===== config.mk =====
export PLATFORM = sky130hd
export DESIGN_NAME = determinante_seq_flat
export DESIGN_NICKNAME = d
export VERILOG_FILES = /design/src/rtl/determinante_seq_if.sv /design/src/rtl/determinante_seq.sv /design/src/flat_wrapper.sv
export SDC_FILE = /design/constraint.sdc
export NUM_CORES = 1
export LEC_CHECK = 0
export CORE_ASPECT_RATIO = 0.7
export CORE_MARGIN = 2
export CORE_UTILIZATION = 50
export CTS_CLUSTER_SIZE = 30
export DETAILED_ROUTE_END_ITERATION = 16
export HOLD_SLACK_MARGIN = 0.08
export PLACE_DENSITY = 0.74
export SYNTH_ARGS = -nofsm -noshare
export SYNTH_HDL_FRONTEND = slang
export SYNTH_SLANG_ARGS = --single-unit
export TNS_END_PERCENT = 30

===== constraint.sdc =====
create_clock -name clk -period 14.3 [get_ports clk]
set_clock_uncertainty 0.15 [all_clocks]
set_input_delay 2.145 -clock clk [delete_from_list [all_inputs] [get_ports clk]]
set_output_delay 2.145 -clock clk [all_outputs]
set_load 0.01 [all_outputs]

===== src/rtl/determinante_seq_if.sv =====
// Handshake/data bundle for the sequential determinant unit.
// The ovf signal exists only when DET_OVF_EN is defined.
interface determinante_seq_if #(
    parameter int ELEM_W = 8,
    parameter int ACC_W  = 32
);
    logic                    start;
    logic                    mode;
    logic [9*ELEM_W-1:0]     matriz;
    logic                    busy;
    logic                    done;
    logic signed [ACC_W-1:0] det;
`ifdef DET_OVF_EN
    logic                    ovf;
`endif

    modport master (
        output start, mode, matriz,
        input  busy, done, det
`ifdef DET_OVF_EN
        , input ovf
`endif
    );

    modport slave (
        input  start, mode, matriz,
        output busy, done, det
`ifdef DET_OVF_EN
        , output ovf
`endif
    );
endinterface


===== src/rtl/determinante_seq.sv =====
// Sequential 2x2 / 3x3 signed determinant with one shared multiplier.
// 2x2: acc = a*d, then acc -= b*c (3-cycle latency).
// 3x3: Sarrus terms as tmp = x*y then acc +/-= tmp*z (13-cycle latency).
// Optional macro DET_OVF_EN adds the ovf output and saturates det.
module determinante_seq #(
    parameter int ELEM_W = 8,
    parameter int ACC_W  = 32
) (
    input logic               clk,
    input logic               rst_n,
    determinante_seq_if.slave bus
);
    localparam int FULL_W = 3*ELEM_W + 2;
    localparam int PROD_W = 3*ELEM_W;
    localparam int TMP_W  = 2*ELEM_W;

    typedef enum logic [1:0] {IDLE, CALC, DONE} state_t;

    state_t                     state_q, state_d;
    logic [9*ELEM_W-1:0]        mat_q;
    logic                       mode_q;
    logic [3:0]                 step_q;
    logic signed [FULL_W-1:0]   acc_q, acc_d;
    logic signed [TMP_W-1:0]    tmp_q;
    logic signed [ACC_W-1:0]    det_q, det_d;
    logic signed [TMP_W-1:0]    mul_x;
    logic signed [ELEM_W-1:0]   mul_y;
    logic signed [PROD_W-1:0]   prod;
    logic                       sub, last, write_acc, write_tmp;
    logic                       accept, finish;
    logic [2:0]                 k;
    int unsigned                xi, yi, zi;

    // Element idx (0..8) of the row-major packing, element 0 at the MSBs.
    function automatic logic signed [ELEM_W-1:0] elem(input logic [9*ELEM_W-1:0] m,
                                                      input int unsigned idx);
        return m[(8-idx)*ELEM_W +: ELEM_W];
    endfunction

    // Operand selection for the shared multiplier and accumulator update.
    // In 2x2 mode a,b,c,d are the low four elements, i.e. indices 5..8.
    always_comb begin
        xi        = 0;
        yi        = 0;
        zi        = 0;
        sub       = 1'b0;
        last      = 1'b0;
        mul_x     = '0;
        mul_y     = '0;
        write_acc = 1'b0;
        write_tmp = 1'b0;
        k         = step_q[3:1];
        if (!mode_q) begin
            last      = (step_q == 4'd1);
            write_acc = 1'b1;
            if (!step_q[0]) begin
                mul_x = TMP_W'(elem(mat_q, 5));
                mul_y = elem(mat_q, 8);
            end else begin
                mul_x = TMP_W'(elem(mat_q, 6));
                mul_y = elem(mat_q, 7);
                sub   = 1'b1;
            end
        end else begin
            last = (step_q == 4'd11);
            case (k)
                3'd0:    begin xi = 0; yi = 4; zi = 8; end
                3'd1:    begin xi = 1; yi = 5; zi = 6; end
                3'd2:    begin xi = 2; yi = 3; zi = 7; end
                3'd3:    begin xi = 2; yi = 4; zi = 6; sub = 1'b1; end
                3'd4:    begin xi = 1; yi = 3; zi = 8; sub = 1'b1; end
                3'd5:    begin xi = 0; yi = 5; zi = 7; sub = 1'b1; end
                default: begin xi = 0; yi = 0; zi = 0; end
            endcase
            if (!step_q[0]) begin
                mul_x     = TMP_W'(elem(mat_q, xi));
                mul_y     = elem(mat_q, yi);
                write_tmp = 1'b1;
            end else begin
                mul_x     = tmp_q;
                mul_y     = elem(mat_q, zi);
                write_acc = 1'b1;
            end
        end
        prod  = PROD_W'(mul_x) * PROD_W'(mul_y);
        acc_d = sub ? acc_q - FULL_W'(prod) : acc_q + FULL_W'(prod);
    end

`ifdef DET_OVF_EN
    localparam int EXT_W = (ACC_W > FULL_W) ? ACC_W : FULL_W;
    logic signed [EXT_W-1:0] acc_ext;
    logic [EXT_W-ACC_W:0]    hi;
    logic                    ovf_d, ovf_q;

    // Saturate to the ACC_W range; overflow when the bits above the
    // ACC_W sign bit are not a pure sign extension.
    always_comb begin
        acc_ext = EXT_W'(acc_d);
        hi      = acc_ext[EXT_W-1:ACC_W-1];
        ovf_d   = !((&hi) || !(|hi));
        if (ovf_d)
            det_d = acc_ext[EXT_W-1] ? {1'b1, {(ACC_W-1){1'b0}}}
                                     : {1'b0, {(ACC_W-1){1'b1}}};
        else
            det_d = acc_ext[ACC_W-1:0];
    end
    assign bus.ovf = ovf_q;
`else
    // Two's-complement wrap (or sign extension) to ACC_W.
    always_comb begin
        det_d = ACC_W'(acc_d);
    end
`endif

    // Next-state logic: start is taken in IDLE and DONE, ignored in CALC.
    always_comb begin
        state_d = state_q;
        accept  = 1'b0;
        finish  = 1'b0;
        case (state_q)
            IDLE: begin
                if (bus.start) begin
                    state_d = CALC;
                    accept  = 1'b1;
                end
            end
            CALC: begin
                if (last) begin
                    state_d = DONE;
                    finish  = 1'b1;
                end
            end
            DONE: begin
                if (bus.start) begin
                    state_d = CALC;
                    accept  = 1'b1;
                end else begin
                    state_d = IDLE;
                end
            end
            default: state_d = IDLE;
        endcase
    end

    // State, operand latch, step counter, accumulator and result registers.
    always_ff @(posedge clk) begin
        if (!rst_n) begin
            state_q <= IDLE;
            mat_q   <= '0;
            mode_q  <= 1'b0;
            step_q  <= '0;
            acc_q   <= '0;
            tmp_q   <= '0;
            det_q   <= '0;
`ifdef DET_OVF_EN
            ovf_q   <= 1'b0;
`endif
        end else begin
            state_q <= state_d;
            if (accept) begin
                mat_q  <= bus.matriz;
                mode_q <= bus.mode;
                step_q <= '0;
                acc_q  <= '0;
            end else if (state_q == CALC) begin
                step_q <= step_q + 4'd1;
                if (write_acc)
                    acc_q <= acc_d;
                if (write_tmp)
                    tmp_q <= prod[TMP_W-1:0];
            end
            if (finish) begin
                det_q <= det_d;
`ifdef DET_OVF_EN
                ovf_q <= ovf_d;
`endif
            end
        end
    end

    assign bus.busy = (state_q == CALC);
    assign bus.done = (state_q == DONE);
    assign bus.det  = det_q;
endmodule


===== src/flat_wrapper.sv =====
// flat-port wrapper written by rule: the top's interface ports become plain ports
module determinante_seq_flat 
#(
    parameter int ELEM_W = 8,
    parameter int ACC_W  = 32
)
  (clk, rst_n, bus_start, bus_mode, bus_matriz, bus_busy, bus_done, bus_det);
  determinante_seq_if #(.ELEM_W(ELEM_W), .ACC_W(ACC_W)) bus_i ();
  input logic clk;
  input logic rst_n;
  input wire logic [$bits(bus_i.start)-1:0] bus_start;
  input wire logic [$bits(bus_i.mode)-1:0] bus_mode;
  input wire logic [$bits(bus_i.matriz)-1:0] bus_matriz;
  output wire logic [$bits(bus_i.busy)-1:0] bus_busy;
  output wire logic [$bits(bus_i.done)-1:0] bus_done;
  output wire logic [$bits(bus_i.det)-1:0] bus_det;
  assign bus_i.start = bus_start;
  assign bus_i.mode = bus_mode;
  assign bus_i.matriz = bus_matriz;
  assign bus_busy = bus_i.busy;
  assign bus_done = bus_i.done;
  assign bus_det = bus_i.det;
  determinante_seq #(.ELEM_W(ELEM_W), .ACC_W(ACC_W)) u_core (.clk(clk), .rst_n(rst_n), .bus(bus_i));
endmodule

# Word-level counts from Yosys, hierarchy flattened
# Index checks and enable logic that the tools add are counted.
[word_totals]
register_bits = 147
inputBits = 76
output_inout_bits = 34
word_cells = 74
[classes]
add_sub_neg = 6
multipliers = 1
n_eq_ne = 11
shifts = 3
mux = 28
n_bitwise = 2
n_reduce_logical = 16
[op_table]
columns = ["operator", "n"]
rows = [
  ["indexed part select 72 x 33 -> 8 bit", 3],
  ["2-to-1 mux 29 bit", 3],
  ["subtractor 4 x 29 -> 29 bit, first input constant", 3],
  ["2-to-1 mux 16 bit", 3],
  ["adder 26 x 24 -> 26 bit", 1],
  ["2-to-1 mux 26 bit", 1],
  ["subtractor 26 x 24 -> 26 bit", 1],
  ["multiplier 16 x 8 -> 24 bit", 1],
  ["2-to-1 mux 8 bit", 3],
  ["OR reduction 2 bit", 10],
  ["2-to-1 mux 1 bit", 12],
  ["case mux 4 bit (3 select lines)", 1],
  ["case mux 3 bit (3 select lines)", 1],
  ["== test 3 x 2 -> 1 bit, second input constant", 2],
  ["== test 3 bit, second input constant", 2],
  ["case mux 2 bit (3 select lines)", 1],
  ["adder 4 x 1 -> 4 bit, second input constant", 1],
  ["== test 4 x 1 -> 1 bit, second input constant", 1],
  ["== test 4 bit, second input constant", 1],
  ["2-to-1 mux 2 bit", 2],
  ["case mux 2 bit (2 select lines)", 1],
  ["AND reduction 2 bit", 2],
  ["== test 3 x 1 -> 1 bit, second input constant", 1],
  ["zero test 3 bit", 1],
  ["other kinds (8)", 9],
]

# Depth between registers and ports, before layout
# Gate-level depths: netlist of the first run.
[logic_depth]
word_depth = 11
ltp_mapped = 47
mapped_depth_nobuf = 44

# Worst setup path after synthesis of the first run
# Ideal clock, no wire load.
[synth_timing]
kind = "register to register"
start = "reg u_core.step_q[2]"
end = "reg u_core.acc_q[25]"
setup_time_ns = 0.123
arrival_ns = 10.086
required_time_ns = 14.027
setup_slack_ns = 3.941
stages_incl_launch_ff = 41
n_path_buf = 3
period_less_slack_ns = 10.359
path_cell_list = "dfxtp_1 > clkbuf_1 > clkbuf_1 > nor2b_1 > nor2_1 > ha_1 > nand2_1 > a21boi_1 > clkbuf_1 > nand2_1 > a31oi_1 > mux2i_1 > a31oi_1 > clkinv_1 > nor2_1 > fa_1 > fa_1 > fa_1 > [... 5 more ...] > a221oi_2 > xnor2_1 > or3b_2 > or4b_1 > or2_2 > nor2_1 > a21oi_1 > xnor2_1 > ha_1 > and2_1 > nor3_1 > nand2_1 > a21oi_1 > o21ai_0 > a41oi_1 > nor2_1 > o21ai_0 > nand3_1"
[synth_via]
elab_chain_cells = 11
elab_cells_between_ends = 37
cone_classes = "add/sub (5); mul (1); eq/ne (5); shift (3); mux (13); reduce/logical (10)"
[synth_rtl]
columns = ["element", "line", "text"]
rows = [
  ["start: declaration", "determinante_seq.sv:22", "logic [3:0] step_q;"],
  ["start signal: assignment", "determinante_seq.sv:166", "step_q <= step_q + 4'd1;"],
  ["== test 3 x 1 -> 1 bit, or another cell as far along", "determinante_seq.sv:66", "case (k)"],
  ["OR reduction 2 bit (no source line)", "--", ""],
  ["case mux 3 bit (3 select lines), or another cell as far along", "determinante_seq.sv:66", ""],
  ["2-to-1 mux 29 bit", "determinante_seq.sv:53", "if (!mode_q) begin"],
  ["subtractor 4 x 29 -> 29 bit", "determinante_seq.sv:37", "return m[(8-idx)*ELEM_W +: ELEM_W];"],
  ["indexed part select 72 x 33 -> 8 bit", "determinante_seq.sv:37", ""],
  ["2-to-1 mux 8 bit / 2-to-1 mux 16 bit (equally long branches)", "determinante_seq.sv:75", "if (!step_q[0]) begin"],
  ["2-to-1 mux 8 bit / 2-to-1 mux 16 bit (equally long branches)", "determinante_seq.sv:53", ""],
  ["multiplier 16 x 8 -> 24 bit", "determinante_seq.sv:85", "prod = PROD_W'(mul_x) * PROD_W'(mul_y);"],
  ["adder 26 x 24 -> 26 bit / subtractor 26 x 24 -> 26 bit (equally long branches)", "determinante_seq.sv:86", "acc_d = sub ? acc_q - FULL_W'(prod) : acc_q + FULL_W'(prod);"],
  ["2-to-1 mux 26 bit (*)", "determinante_seq.sv:86", ""],
  ["end signal: assignment", "determinante_seq.sv:152", "acc_q <= '0;"],
  ["end signal: assignment", "determinante_seq.sv:164", "acc_q <= '0;"],
  ["end signal: assignment", "determinante_seq.sv:168", "acc_q <= acc_d;"],
  ["end: declaration", "determinante_seq.sv:23", "logic signed [FULL_W-1:0] acc_q, acc_d;"],
]
# Mark *: on every way between the ends. The rest lies on a longest branch, timed or not. The select of a mux whose other input is x is not followed.
# A chain may end at the register's enable or synchronous reset.

# Final worst setup path of the first run
# Ends and elaborated chain as after synthesis.

==> impl_summary.md, run 1 <==
Routing
The remaining number of nets flagged by the antenna check after routing is 0. The average wire per standard cell is 17.1 um. The count of vias placed by the detailed router is approximately 12,000. The first TritonRoute pass finished after 5 iterations. For this block, the initial DRC count from the detailed router was roughly 970. The aggregate routed wire length is about 37,000 um. The per-cell via count in the routed design is 5.61. For this run, design rule violations remaining after detail routing come to 0.

Setup path
Among all stages on the critical path, the largest delay is contributed by sky130_fd_sc_hd__a21boi_1. The top fanout value on the critical path is 18. The worst setup path is launched from a flip-flop. On the worst path, the slowest cell contributes a delay of ~1.0 ns. For the worst setup path, the data arrival time is roughly 13 ns. STA puts the critical path data required time at 14.46 ns. The category of the most critical setup path is flip-flop to flip-flop. The capturing element type of the critical path is a flip-flop.

Outcome
The flow ran to the end, and the final reports show no timing, DRC or antenna violations.

Die
The core region is about 26,000 um^2. The I/O pin count is 110. The die is 140 um tall.

After floorplanning, the core was divided into 49 placement rows. The die is 199 um wide. The initial cell density of the core is 51.3%. The area of the die is 27,900 um^2.

Synth
After synthesis, the largest family of logic cells by area is adder cells. The number of instances in the synthesized netlist is 1,714. Summing the areas of all and, or, nand and nor instances in the mapped netlist gives 21.3% of the synthesized area. The fraction of registers with async set or reset after synthesis is 0%. The number of nets handed over by synthesis was 1,969. The commonest register cell after synthesis is sky130_fd_sc_hd__dfxtp_1. The synthesized netlist devotes 18.2% of its cell area to compound gates.

The per-instance average area after synthesis is between 7 and 8 um^2. The mapped cell area is around 13,000 um^2. The number of enable-type register cells in the synthesized netlist is 0.

The Yosys warning count is 0. The sequential area share after synthesis is 22.1%. Summing the areas of all xor and xnor instances in the mapped netlist gives 4.48% of the synthesized area. The arithmetic-cell share of the synthesized area counting full adders, half adders and majority gates is 22.8%. The synthesized netlist contains 82 unique library cells. The total of flip-flops plus latches after synthesis is 147. Measured against the total synthesized area, the mux share comes to 3.68%.

Power
The cell leakage power is 6.25 nW. In this run the power density over the cells is 121 nW/um^2. The maximum VDD drop is 0.0812 mV.

Placed design
The congestion estimate from routability-driven global placement came to between 0.9 and 1. The detailed-placement wirelength estimate is 28,400 um. The post-place setup slack is 2.00 ns.

Buffers placed on the I/O ports in this run total approximately 110. The post-placement cell count is between 2,000 and 2,500.

Cells and area
The number of nets in the final layout is approximately 2,000. The repair_antennas step left the layout with diodes totalling 0. The final cell count without fillers is approximately 2,100. The filler cell count is 2,380.

Of the cells placed in the final design, the portion with a size suffix greater than 1 is 5.89%. Once layout is complete, the utilization of the core stands at 58.4%. The area growth from synthesis to layout is 13.9%.

Leaving out fill and tap cells, the most frequent cell in the layout is sky130_fd_sc_hd__nand2_1. In the layout the commonest cells are sky130_fd_sc_hd__nand2_1, sky130_fd_sc_hd__a21oi_1, sky130_fd_sc_hd__inv_1, sky130_fd_sc_hd__dfxtp_1, sky130_fd_sc_hd__nor2_1.

Global route
The overall routing resource usage is a little over a quarter. Entering global routing, the biggest net connects 77 pins. The residual overflow from global routing is 0.

The number of global-route vias before repair is 11,413. The initial antenna violation count was 0. The first global-routing pass estimated 59,300 um of wire.

STA
The sum of negative setup slack is 0 ns. The worst slew margin relative to its limit is 15.1%. At the pin with the least slew margin, the transition time is 1.27 ns. The final critical-path required period is 12.54 ns. The number of failing hold endpoints at the final stage is 0. The worst path setup slack after routing is about 1.8 ns. The maximum achievable frequency is between 0.07 and 0.08 GHz.

The share of the clock period used by the worst path after layout is between 80% and 90%. Across all hold checks on the routed design, the worst slack comes to 0.302 ns. The final count of pins violating max slew is 0. Setup repair after global routing left no endpoint under its margin. The final-report setup violation count is 0.

Clock network
Clock tree synthesis found a total of between 100 and 150 sinks. Clock-pin slew was measured on the worst setup and hold paths at 0.07 ns. The number of cells upsized or downsized after cts is 0. The clock reaches the later pin of the worst-skew pair after 0.45 ns. The H-tree was split into 4 levels. For this design, the CTS-stage hold fixing added 0 buffers. TritonCTS built the clock tree. The tree is rooted in a sky130_fd_sc_hd__clkbuf_16. Counting the buffers created by CTS gives 17. The post-CTS setup-driven buffer insertion count is 0.

In this run the deepest clock path goes through 2 buffers.

Job
The number of maximum-capacitance constraint violations is 0.

Worst hold path
In this run the worst hold path is classified as flip-flop to flip-flop.
-- critical path: cells and delay by family (launching register included) --
family / cells / cell delay, ns
flops: 1 / 0.71
fa+ha+maj: 7 / 3.02
compound gates: 10 / 3.81
mux: 1 / 0.09
buf+inv: 4 / 0.67
xor+xnor: 2 / 0.39
simple gates: 16 / 3.56
-- path summary, 6_finish.rpt --
kind / from / end / slack (ns) / cells after the start
worst min-delay path: u_core.bus.det[6] / u_core.bus.det[6] / 0.30 / 2
worst max register to register: u_core.step_q[2] / u_core.acc_q[25] / 1.76 / 40
worst min register to register: u_core.bus.det[6] / u_core.bus.det[6] / 0.30 / 2
worst max-delay path: u_core.step_q[2] / u_core.acc_q[25] / 1.76 / 40
-- cell usage after synthesis (all sizes together) (16+ instances only) --
library cell,instances,share of area [%]
a21oi,181,6.8
nor3,30,1.2
xnor2,47,3.1
nor2b,20,0.94
buf,20,0.92
a21o,19,1.1
o21a,17,0.96
o21ai,45,1.7
nand2,356,10
fa,105,16
nand3,16,0.60
xor2,21,1.4
nor2,138,3.9
dfxtp,147,22
a211oi,28,1.7
ha,74,7.0
clkbuf,69,2.0
inv,155,4.4
and3,20,0.99
mux2i,23,1.7
-- registers in the layout, indices dropped and copies added (netlist names) --
signal / count
u_core.state_q: 2
u_core.acc_q: 26
u_core.mat_q: 72
u_core.step_q: 4
u_core.mode_q: 1
u_core.tmp_q: 16
u_core.bus.det: 26
-- power by group --
part / leakage [nW] / switching (mW) / internal, mW
Combinational: 4.79 / 0.570 / 0.371
Clock: 0.256 / 0.199 / 0.231
Sequential: 1.20 / 0.0215 / 0.436
Total: 6.25 / 0.791 / 1.04
-- kinds of logic after synthesis --
| kind of cell | Yosys count |
|---|---|
| flip-flops | 147 |
| buffers and inverters | 248 |
| AO/OA/AOI/OAI | 383 |
| AND/OR/NAND/NOR | 651 |
| multiplexers | 38 |
| XOR/XNOR | 68 |
| adder cells (fa/ha/maj) | 179 |
-- final cells by class --
type | instances | area [um^2] | area share, %
multi-input cells | 1319 | 9390 | 62.0
flip-flops and latches | 147 | 2940 | 19.4
repair buffers | 125 | 1210 | 8.00
inverters | 159 | 598 | 3.95
well taps | 357 | 447 | 2.95
clock buffers | 18 | 439 | 2.90
clock inverters | 14 | 120 | 0.793
-- through the flow --
step                      total power, mW  area (um^2)
after global placement               1.38        14600
after detailed placement             1.39        14600
after CTS                            1.83        15100
final                                1.83        15100
after floorplan                      1.17        13300
after global routing                 1.95        15100
-- routing by layer --
layer	global-route usage [%]	routed length, um
met4	6.17	563
met1	39.3	17400
met3	6.67	3040
met2	39.5	15500
met5	0	0
No activity file was read; power rests on OpenSTA's default activity.
==> run 2: changes to the inputs <==
--- a/config.mk
+++ b/config.mk
@@ -12,6 +12,7 @@
 export DETAILED_ROUTE_END_ITERATION = 16
 export HOLD_SLACK_MARGIN = 0.08
 export PLACE_DENSITY = 0.74
+export RECOVER_POWER = 100
 export SYNTH_ARGS = -nofsm -noshare
 export SYNTH_HDL_FRONTEND = slang
 export SYNTH_SLANG_ARGS = --single-unit
==> impl_summary.md, run 2 (synthesized netlist as in run 1, its figures left out) <==
Routing
The number of violations reported at the end of detailed-routing iteration 0 was 944 (-2.6%). The per-cell via count in the routed design is 5.63 (+0.31%). The average wire per standard cell came to 17.1 um (+0.14%). The detailed-router iteration count before antenna repair was 5 (unchanged). The detailed-route DRC error count is 0 (unchanged). The aggregate routed wire length was 36,600 um (+0.14%).

The count of vias placed by the detailed router came to 12,033 (+0.31%). The remaining number of nets flagged by the antenna check after routing came to 0 (unchanged).

Clock network
The number of buffers on the longest clock path was 2 (unchanged). The number of cells upsized or downsized after cts came to 0 (unchanged). The number of CTS-inserted buffers is 17 (unchanged). The number of clock sinks seen by CTS is 147 (unchanged). The CTS tree is done. The post-CTS setup-driven buffer insertion count was 0 (unchanged).

The source-to-sink clock delay at the later pin of the worst-skew pair came to 0.45 ns (about the same). The root buffer cell is sky130_fd_sc_hd__clkbuf_16. The number of buffers inserted by hold repair at cts is 0 (unchanged). The clock-pin slew reported for the worst setup and hold paths after clock tree synthesis is 0.07 ns (about the same). The maximum level of the CTS H-tree is 4 (unchanged).

Cells and area
The filler cell count came to 2,390 (+0.42%). The top cell types in the final layout, fill and taps aside, are sky130_fd_sc_hd__nand2_1, sky130_fd_sc_hd__a21oi_1, sky130_fd_sc_hd__inv_1, sky130_fd_sc_hd__dfxtp_1, sky130_fd_sc_hd__nor2_1. The total non-filler cell area in the finished layout was 15,100 um^2 (-0.25%). The most common cell after layout, fill and taps aside is sky130_fd_sc_hd__nand2_1. The register area is 2940 um^2 (unchanged). The number of nets in the final layout is 2,024 (unchanged). The fraction of final layout cells with drive strength greater than 1 is 5.44% (-0.45 points). The core utilization of the finished layout is 58.3% (-0.14 points). The number of flip-flops in the largest register is 72 (unchanged).

The multi-input gate area in the final layout is 9370 um^2 (-0.24%). The register with the most flip-flops in the final layout is u_core.mat_q. The number of inserted diodes is 0 (unchanged). The area growth from synthesis to layout is 13.6%.

Setup path
The total buffers and inverters traversed by the critical path is 5 (+1). The launching element of the worst setup path is u_core.step_q[2]. The top fanout value on the critical path was 17 (-1).

STA classifies the critical path startpoint as a flip-flop. STA classifies the critical path endpoint as a flip-flop. The delay contributed by the slowest stage of the critical path was 0.72 ns (-0.29 ns). The reg-to-reg critical path startpoint is u_core.step_q[2].

The critical path data arrival time is 13.03 ns (+0.33 ns). On the critical path, the stage with the largest delay is an instance of sky130_fd_sc_hd__dfxtp_1. The flop-to-flop setup slack was 1.43 ns (-0.33 ns).

In this design, the largest share of critical-path delay is due to simple AND/OR/NAND/NOR gates. The critical path data required time was 14.46 ns (about the same). The category of the most critical setup path is flip-flop to flip-flop.

Placed design
The number of buffer cells added on primary ports was 109 (unchanged). The cell area after placement came to 14,600 um^2 (unchanged). The detailed-placement wirelength estimate came to 28,400 um (unchanged).

The last weighted congestion value of the routability-driven placer is 0.939 (unchanged). The post-place setup slack is 2.00 ns (unchanged).

Outcome
The flow ran to the end, but the final reports show violations. The checks that failed: capacitance limit, slew limit.

STA
The worst slew margin relative to its limit was -102% (-120 points). Setup repair after global routing left no endpoint under its margin. The worst hold slack after final layout is 0.301 ns (-0.00165 ns). The actual slew at the worst max-slew pin came to 3.02 ns (+1.75 ns). The maximum achievable frequency is 0.0777 GHz (-2.6%). The final critical-path required period came to 12.87 ns (+0.331 ns). The number of failing hold endpoints at the final stage is 0 (unchanged).

The worst path setup slack after routing was 1.43 ns (-0.331 ns). The share of the clock period used by the worst path after layout is 90.0% (+2.3 points). The final-report setup violation count is 0 (unchanged). The sum of negative setup slack is 0 ns (unchanged).

The final count of pins violating max slew is 169 (+169).

Global route
The met3 global-route usage is 6.67% (unchanged). In this run the most used layer during global routing was met2. The routing usage on met1 is 39.3% (unchanged). The global routing usage on met2 is 39.5% (unchanged). The first-pass GRT wire length is 59,300 um (unchanged).

The initial antenna violation count is 0 (unchanged). The number of global-route vias before repair is 11,413 (unchanged). The overall routing resource usage was 26.8% (unchanged).

The residual overflow from global routing is 0 (unchanged). The largest net degree at the start of global routing came to 77 (unchanged).

Die
The area of the die is 27,900 um^2 (unchanged). The die width was 199 um (unchanged). The vertical extent of the die is 140 um (unchanged). The number of cell rows is 49 (unchanged).

The I/O pin count is 110 (unchanged). The initial cell density of the core is 51.3% (unchanged). The placeable core area is 25,900 um^2 (unchanged).

Worst hold path
The startpoint of the worst hold path is u_core.bus.det[5]. The type of the most critical hold path is flip-flop to flip-flop.

Power
The power per unit of standard cell area was 121 nW/um^2 (+0.13%). The cell leakage power was 6.34 nW (+1.5%). The maximum VDD drop is 0.0816 mV (+0.43%).

Job
The number of maximum-capacitance constraint violations came to 4 (+4).
run 2: metal layers:
| layer | wire [um] | vias to the layer above | share of wire, % |
|---|---|---|---|
| met5 | 0 | - | 0 |
| met4 | 575 | 0 | 1.6 |
| met3 | 2980 | 40 | 8.2 |
| met2 | 15600 | 464 | 43 |
| met1 | 17500 | 5696 | 48 |
| li1 | - | 5833 | - |
run 2: worst paths after layout:
| kind | to | cells after the start |
|---|---|---|
| worst min register to register | u_core.bus.det[5] | 2 |
| worst max-delay path | u_core.acc_q[25] | 41 |
| worst max register to register | u_core.acc_q[25] | 41 |
| worst min-delay path | u_core.bus.det[5] | 2 |
run 2: power by group:
group	leakage (nW)	switching, mW	internal, mW
clock network	0.256	0.200	0.231
registers	1.20	0.0212	0.436
logic	4.89	0.569	0.369
total	6.34	0.791	1.04
run 2: worst register-to-register path: cells and delay by family, from the launching register on:
family	cells	cell delay, ns
AOI/OAI and AO/OA	10	3.51
xor gates and xnor gates	2	0.43
adders and majority gates	7	3.04
buffers and inverters	5	1.27
DFF	1	0.72
muxes	1	0.09
and+or+nand+nor	16	3.54
run 2: stage by stage:
step	instances	total power [mW]
floorplan	1714	1.17
global placement	2107	1.38
detailed placement	2107	1.39
CTS	2139	1.83
global route	2139	1.95
finish	2139	1.83
run 2: cell type report:
| class | count | share of cell area (%) |
|---|---|---|
| clock buffer | 18 | 2.91 |
| inverter | 159 | 3.96 |
| tap | 357 | 2.96 |
| clock inverter | 14 | 0.795 |
| timing repair buffer | 125 | 7.92 |
| sequential | 147 | 19.5 |
| multi-input combinational | 1319 | 62.0 |
==> run 3: changes to the inputs <==
--- a/config.mk
+++ b/config.mk
@@ -5,14 +5,17 @@
 export SDC_FILE = /design/constraint.sdc
 export NUM_CORES = 1
 export LEC_CHECK = 0
+export ABC_AREA = 1
 export CORE_ASPECT_RATIO = 0.7
 export CORE_MARGIN = 2
 export CORE_UTILIZATION = 50
 export CTS_CLUSTER_SIZE = 30
 export DETAILED_ROUTE_END_ITERATION = 16
+export GPL_ROUTABILITY_DRIVEN = 0
 export HOLD_SLACK_MARGIN = 0.08
 export PLACE_DENSITY = 0.74
 export RECOVER_POWER = 100
+export SETUP_SLACK_MARGIN = 0.5
 export SYNTH_ARGS = -nofsm -noshare
 export SYNTH_HDL_FRONTEND = slang
 export SYNTH_SLANG_ARGS = --single-unit
==> impl_summary.md, run 3 <==
Clock network
The post-CTS setup-driven buffer insertion count is 0 (unchanged). The clock-pin slew reported for the worst setup and hold paths after clock tree synthesis is 0.06 ns (about the same). The number of cells upsized or downsized after cts was 0 (unchanged). The source-to-sink clock delay at the later pin of the worst-skew pair was 0.44 ns (about the same). TritonCTS built the clock tree. The maximum level of the CTS H-tree is 4 (unchanged). The number of clock sinks seen by CTS is 147 (unchanged). The number of CTS-inserted buffers came to 17 (unchanged). The number of buffers inserted by hold repair at cts came to 0 (unchanged).

The number of buffers on the longest clock path is 2 (unchanged). The tree is rooted in a sky130_fd_sc_hd__clkbuf_16.

Cells and area
Ranked by flip-flop count, first place goes to u_core.mat_q. The top cell types in the final layout, fill and taps aside, are sky130_fd_sc_hd__inv_1, sky130_fd_sc_hd__nand2_1, sky130_fd_sc_hd__nor2_1, sky130_fd_sc_hd__o21ai_0, sky130_fd_sc_hd__dfxtp_1. The final cell count without fillers came to 2,428 (+14%).

Relative to the synthesized area, the layout overhead comes to 12.6%. The number of inserted diodes is 0 (unchanged). The number of nets in the final layout is 2,307 (+14%). The number of flip-flops in the largest register is 72 (unchanged). The core utilization of the finished layout is 57.7% (-0.53 points).

Leaving out fill and tap cells, the most frequent cell in the layout is sky130_fd_sc_hd__inv_1. The fraction of final layout cells with drive strength greater than 1 came to 4.65% (-0.79 points).

Power
The maximum VDD drop was 0.151 mV (+85%). The cell leakage power is 7.71 nW (+22%). The power per unit of standard cell area is 226 nW/um^2 (+87%). The post-route total power is 3.50 mW (+92%).

Routing
The met2 routed wirelength came to 16,200 um (+4.1%). The highest routing layer actually used is met4. The aggregate routed wire length was 41,100 um (+12%). The average wire per standard cell came to 16.9 um (-0.99%). The per-cell via count in the routed design is 5.53 (-1.6%). The number of violations reported at the end of detailed-routing iteration 0 was 1,591 (+69%). The remaining number of nets flagged by the antenna check after routing was 0 (unchanged). The detailed-router iteration count before antenna repair is 6 (+1). The total length of routed met3 wires is 5490 um (+84%).

The count of vias placed by the detailed router came to 13,438 (+12%). The routed length on met1 is 18,900 um (+8.5%). The detailed-route DRC error count is 0 (unchanged).

Synth
The total of flip-flops plus latches after synthesis is 147 (unchanged). The portion of synthesized cell area occupied by the leading cell type is 21.3% (-0.79 points). Sorting the synthesized cells by area gives the leading types as sky130_fd_sc_hd__dfxtp_1, sky130_fd_sc_hd__fa_1, sky130_fd_sc_hd__inv_1. The per-instance average area after synthesis came to 6.91 um^2 (-11%). The sequential area share after synthesis is 21.3% (-0.79 points).

The biggest area contributor in the post-synthesis netlist is sky130_fd_sc_hd__dfxtp_1. The Yosys warning count is 0 (unchanged). The number of enable-type register cells in the synthesized netlist came to 0 (unchanged).

The count of unique library cells instantiated by Yosys came to 55 (-33%). The commonest register cell after synthesis is sky130_fd_sc_hd__dfxtp_1. The fraction of registers with async set or reset after synthesis is 0% (unchanged). By instance count, the leading cell after synthesis is sky130_fd_sc_hd__inv_1. The synthesized netlist net count is 2,249 (+14%).

By count the netlist is led by sky130_fd_sc_hd__inv_1, sky130_fd_sc_hd__nand2_1, sky130_fd_sc_hd__nor2_1. The number of instances in the synthesized netlist came to 1,994 (+16%). The mapped cell area is 13,800 um^2 (+3.7%).

Placed design
The number of buffer cells added on primary ports came to 109 (unchanged). The post-placement cell count is 2,397 (+14%). The detailed-placement wirelength estimate came to 32,300 um (+14%).

Setup path
The total buffers and inverters traversed by the critical path is 8 (+3). The top fanout value on the critical path was 27 (+10). The flop-to-flop setup slack is 2.51 ns (+1.08 ns). The capturing element type of the critical path is a flip-flop. The delay contributed by the slowest stage of the critical path is 0.97 ns (+0.25 ns). On the critical path the largest part of the delay comes from adder cells.

The startpoint class of the critical path is a flip-flop. The master of the slowest instance on the critical path is sky130_fd_sc_hd__clkbuf_1. The category of the most critical setup path is flip-flop to flip-flop. The critical path data required time was 14.48 ns (+0.02 ns). The end of the worst register-to-register path is u_core.bus.det[20]. The cell depth of the worst flop-to-flop path is 40 (-2.4%).

The critical path data arrival time is 11.97 ns (-1.06 ns). The reg-to-reg critical path startpoint is u_core.step_q[0]. By instance count, the cell type seen most on the critical path is sky130_fd_sc_hd__nand2_1.

Job
The number of maximum-capacitance constraint violations is 3 (-1).

STA
The worst hold slack after final layout was 0.335 ns (+0.0347 ns). The final critical-path required period came to 11.79 ns (-1.08 ns). Setup repair after global routing left no endpoint under its margin. The maximum achievable frequency came to 0.0848 GHz (+9.1%).

The worst slew margin relative to its limit was -142% (-40 points). The final-report setup violation count was 0 (unchanged). The sum of negative setup slack came to 0 ns (unchanged).

The final count of pins violating max slew was 160 (-5.3%). The actual slew at the worst max-slew pin came to 3.63 ns (+0.605 ns). The share of the clock period used by the worst path after layout was 82.5% (-7.5 points). The number of failing hold endpoints at the final stage is 0 (unchanged).

Worst hold path
The type of the most critical hold path is flip-flop to flip-flop. For hold timing, the worst endpoint is u_core.mat_q[15]. The worst hold path depth is 2 (unchanged). The startpoint of the worst hold path is u_core.mat_q[15].

Outcome
The final reports fail on capacitance limit, slew limit. The flow ran to the end, but the final reports show violations.

Global route
The number of global-route vias before repair is 12,796 (+12%). The residual overflow from global routing is 0 (unchanged). The overall routing resource usage is 29.2% (+2.4 points). The first-pass GRT wire length is 66,500 um (+12%). The largest net degree at the start of global routing was 114 (+48%).

The initial antenna violation count is 0 (unchanged).

Die
The placeable core area was 26,900 um^2 (+3.7%). The initial cell density of the core is 51.2% (about the same). The vertical extent of the die is 143 um (+1.8%). The area of the die came to 28,900 um^2 (+3.6%). The number of cell rows is 50 (+2.0%). The I/O pin count is 110 (unchanged).

The die width is 202 um (+1.8%).
[run 3: cell count changes after synthesis, sizes merged, moves of 27 or more]
| cell | previous run | this run |
|---|---|---|
| inv | 155 | 355 |
| nor2 | 138 | 310 |
| o21ai | 45 | 183 |
| nand3 | 16 | 96 |
| a21oi | 181 | 119 |
| nand2 | 356 | 321 |
| xnor2 | 47 | 19 |
| o211ai | 8 | 35 |
[run 3: report_power, final]
part | switching, mW | internal [mW]
registers | 0.0292 | 0.442
clock network | 0.183 | 0.239
logic | 1.78 | 0.834
[run 3: kinds of logic (layout without fill, tap and decap cells)]
kind of cell / count (synthesis) / count (layout) / share of synthesized area [%]
flip-flops: 147 / 147 / 21.3
AO/OA/AOI/OAI: 408 / 408 / 17.6
AND/OR/NAND/NOR: 775 / 775 / 23.3
XOR/XNOR: 52 / 52 / 3.36
buffers and inverters: 433 / 503 / 12.4
adder cells (fa/ha/maj): 179 / 179 / 22.0
[run 3: per-stage QoR]
| step | worst slack (ns) | instance area, um^2 |
|---|---|---|
| after global routing | 1.69 | 15500 |
| final | 2.51 | 15500 |
| after global placement | 4.72 | 15000 |
| after detailed placement | 4.55 | 15000 |
| after floorplan | 6.01 | 13800 |
| after CTS | 4.45 | 15600 |
[run 3: worst reg2reg max path, delay by kind of cell (launching register included)]
| family | cells | cell delay [ns] |
|---|---|---|
| buffers and inverters | 8 | 2.71 |
| and+or+nand+nor | 17 | 2.73 |
| adders and majority gates | 6 | 2.95 |
| AOI/OAI and AO/OA | 7 | 1.91 |
| xor gates and xnor gates | 2 | 0.66 |
| DFF | 1 | 0.56 |
[run 3: how the worst max path moves through the flow]
stage                startpoint                 end  depth (start not counted)
6_report       u_core.step_q[0]  u_core.bus.det[20]                         40
5_1_grt        u_core.step_q[0]  u_core.bus.det[20]                         40
4_1_cts        u_core.step_q[1]  u_core.bus.det[20]                         41
3_5_place_dp   u_core.step_q[1]    u_core.acc_q[20]                         40
3_3_place_gp   u_core.step_q[2]  u_core.bus.det[20]                         38
2_1_floorplan  u_core.step_q[1]    u_core.acc_q[25]                         44
[run 3: layout make-up]
type	instances	area, um^2
Clock buffer	20	437
Clock inverter	11	105
Fill cell	2576	11400
Inverter	356	1340
Multi-Input combinational cell	1414	9130
Sequential cell	147	2940
Tap cell	364	455
Timing Repair Buffer	116	1130
[run 3: per-layer routing]
| metal | vias to the layer above | track usage, % |
|---|---|---|
| li1 | 6447 | - |
| met5 | - | 0 |
| met3 | 52 | 10.5 |
| met1 | 6227 | 42.9 |
| met2 | 712 | 41.0 |
| met4 | 0 | 5.49 |
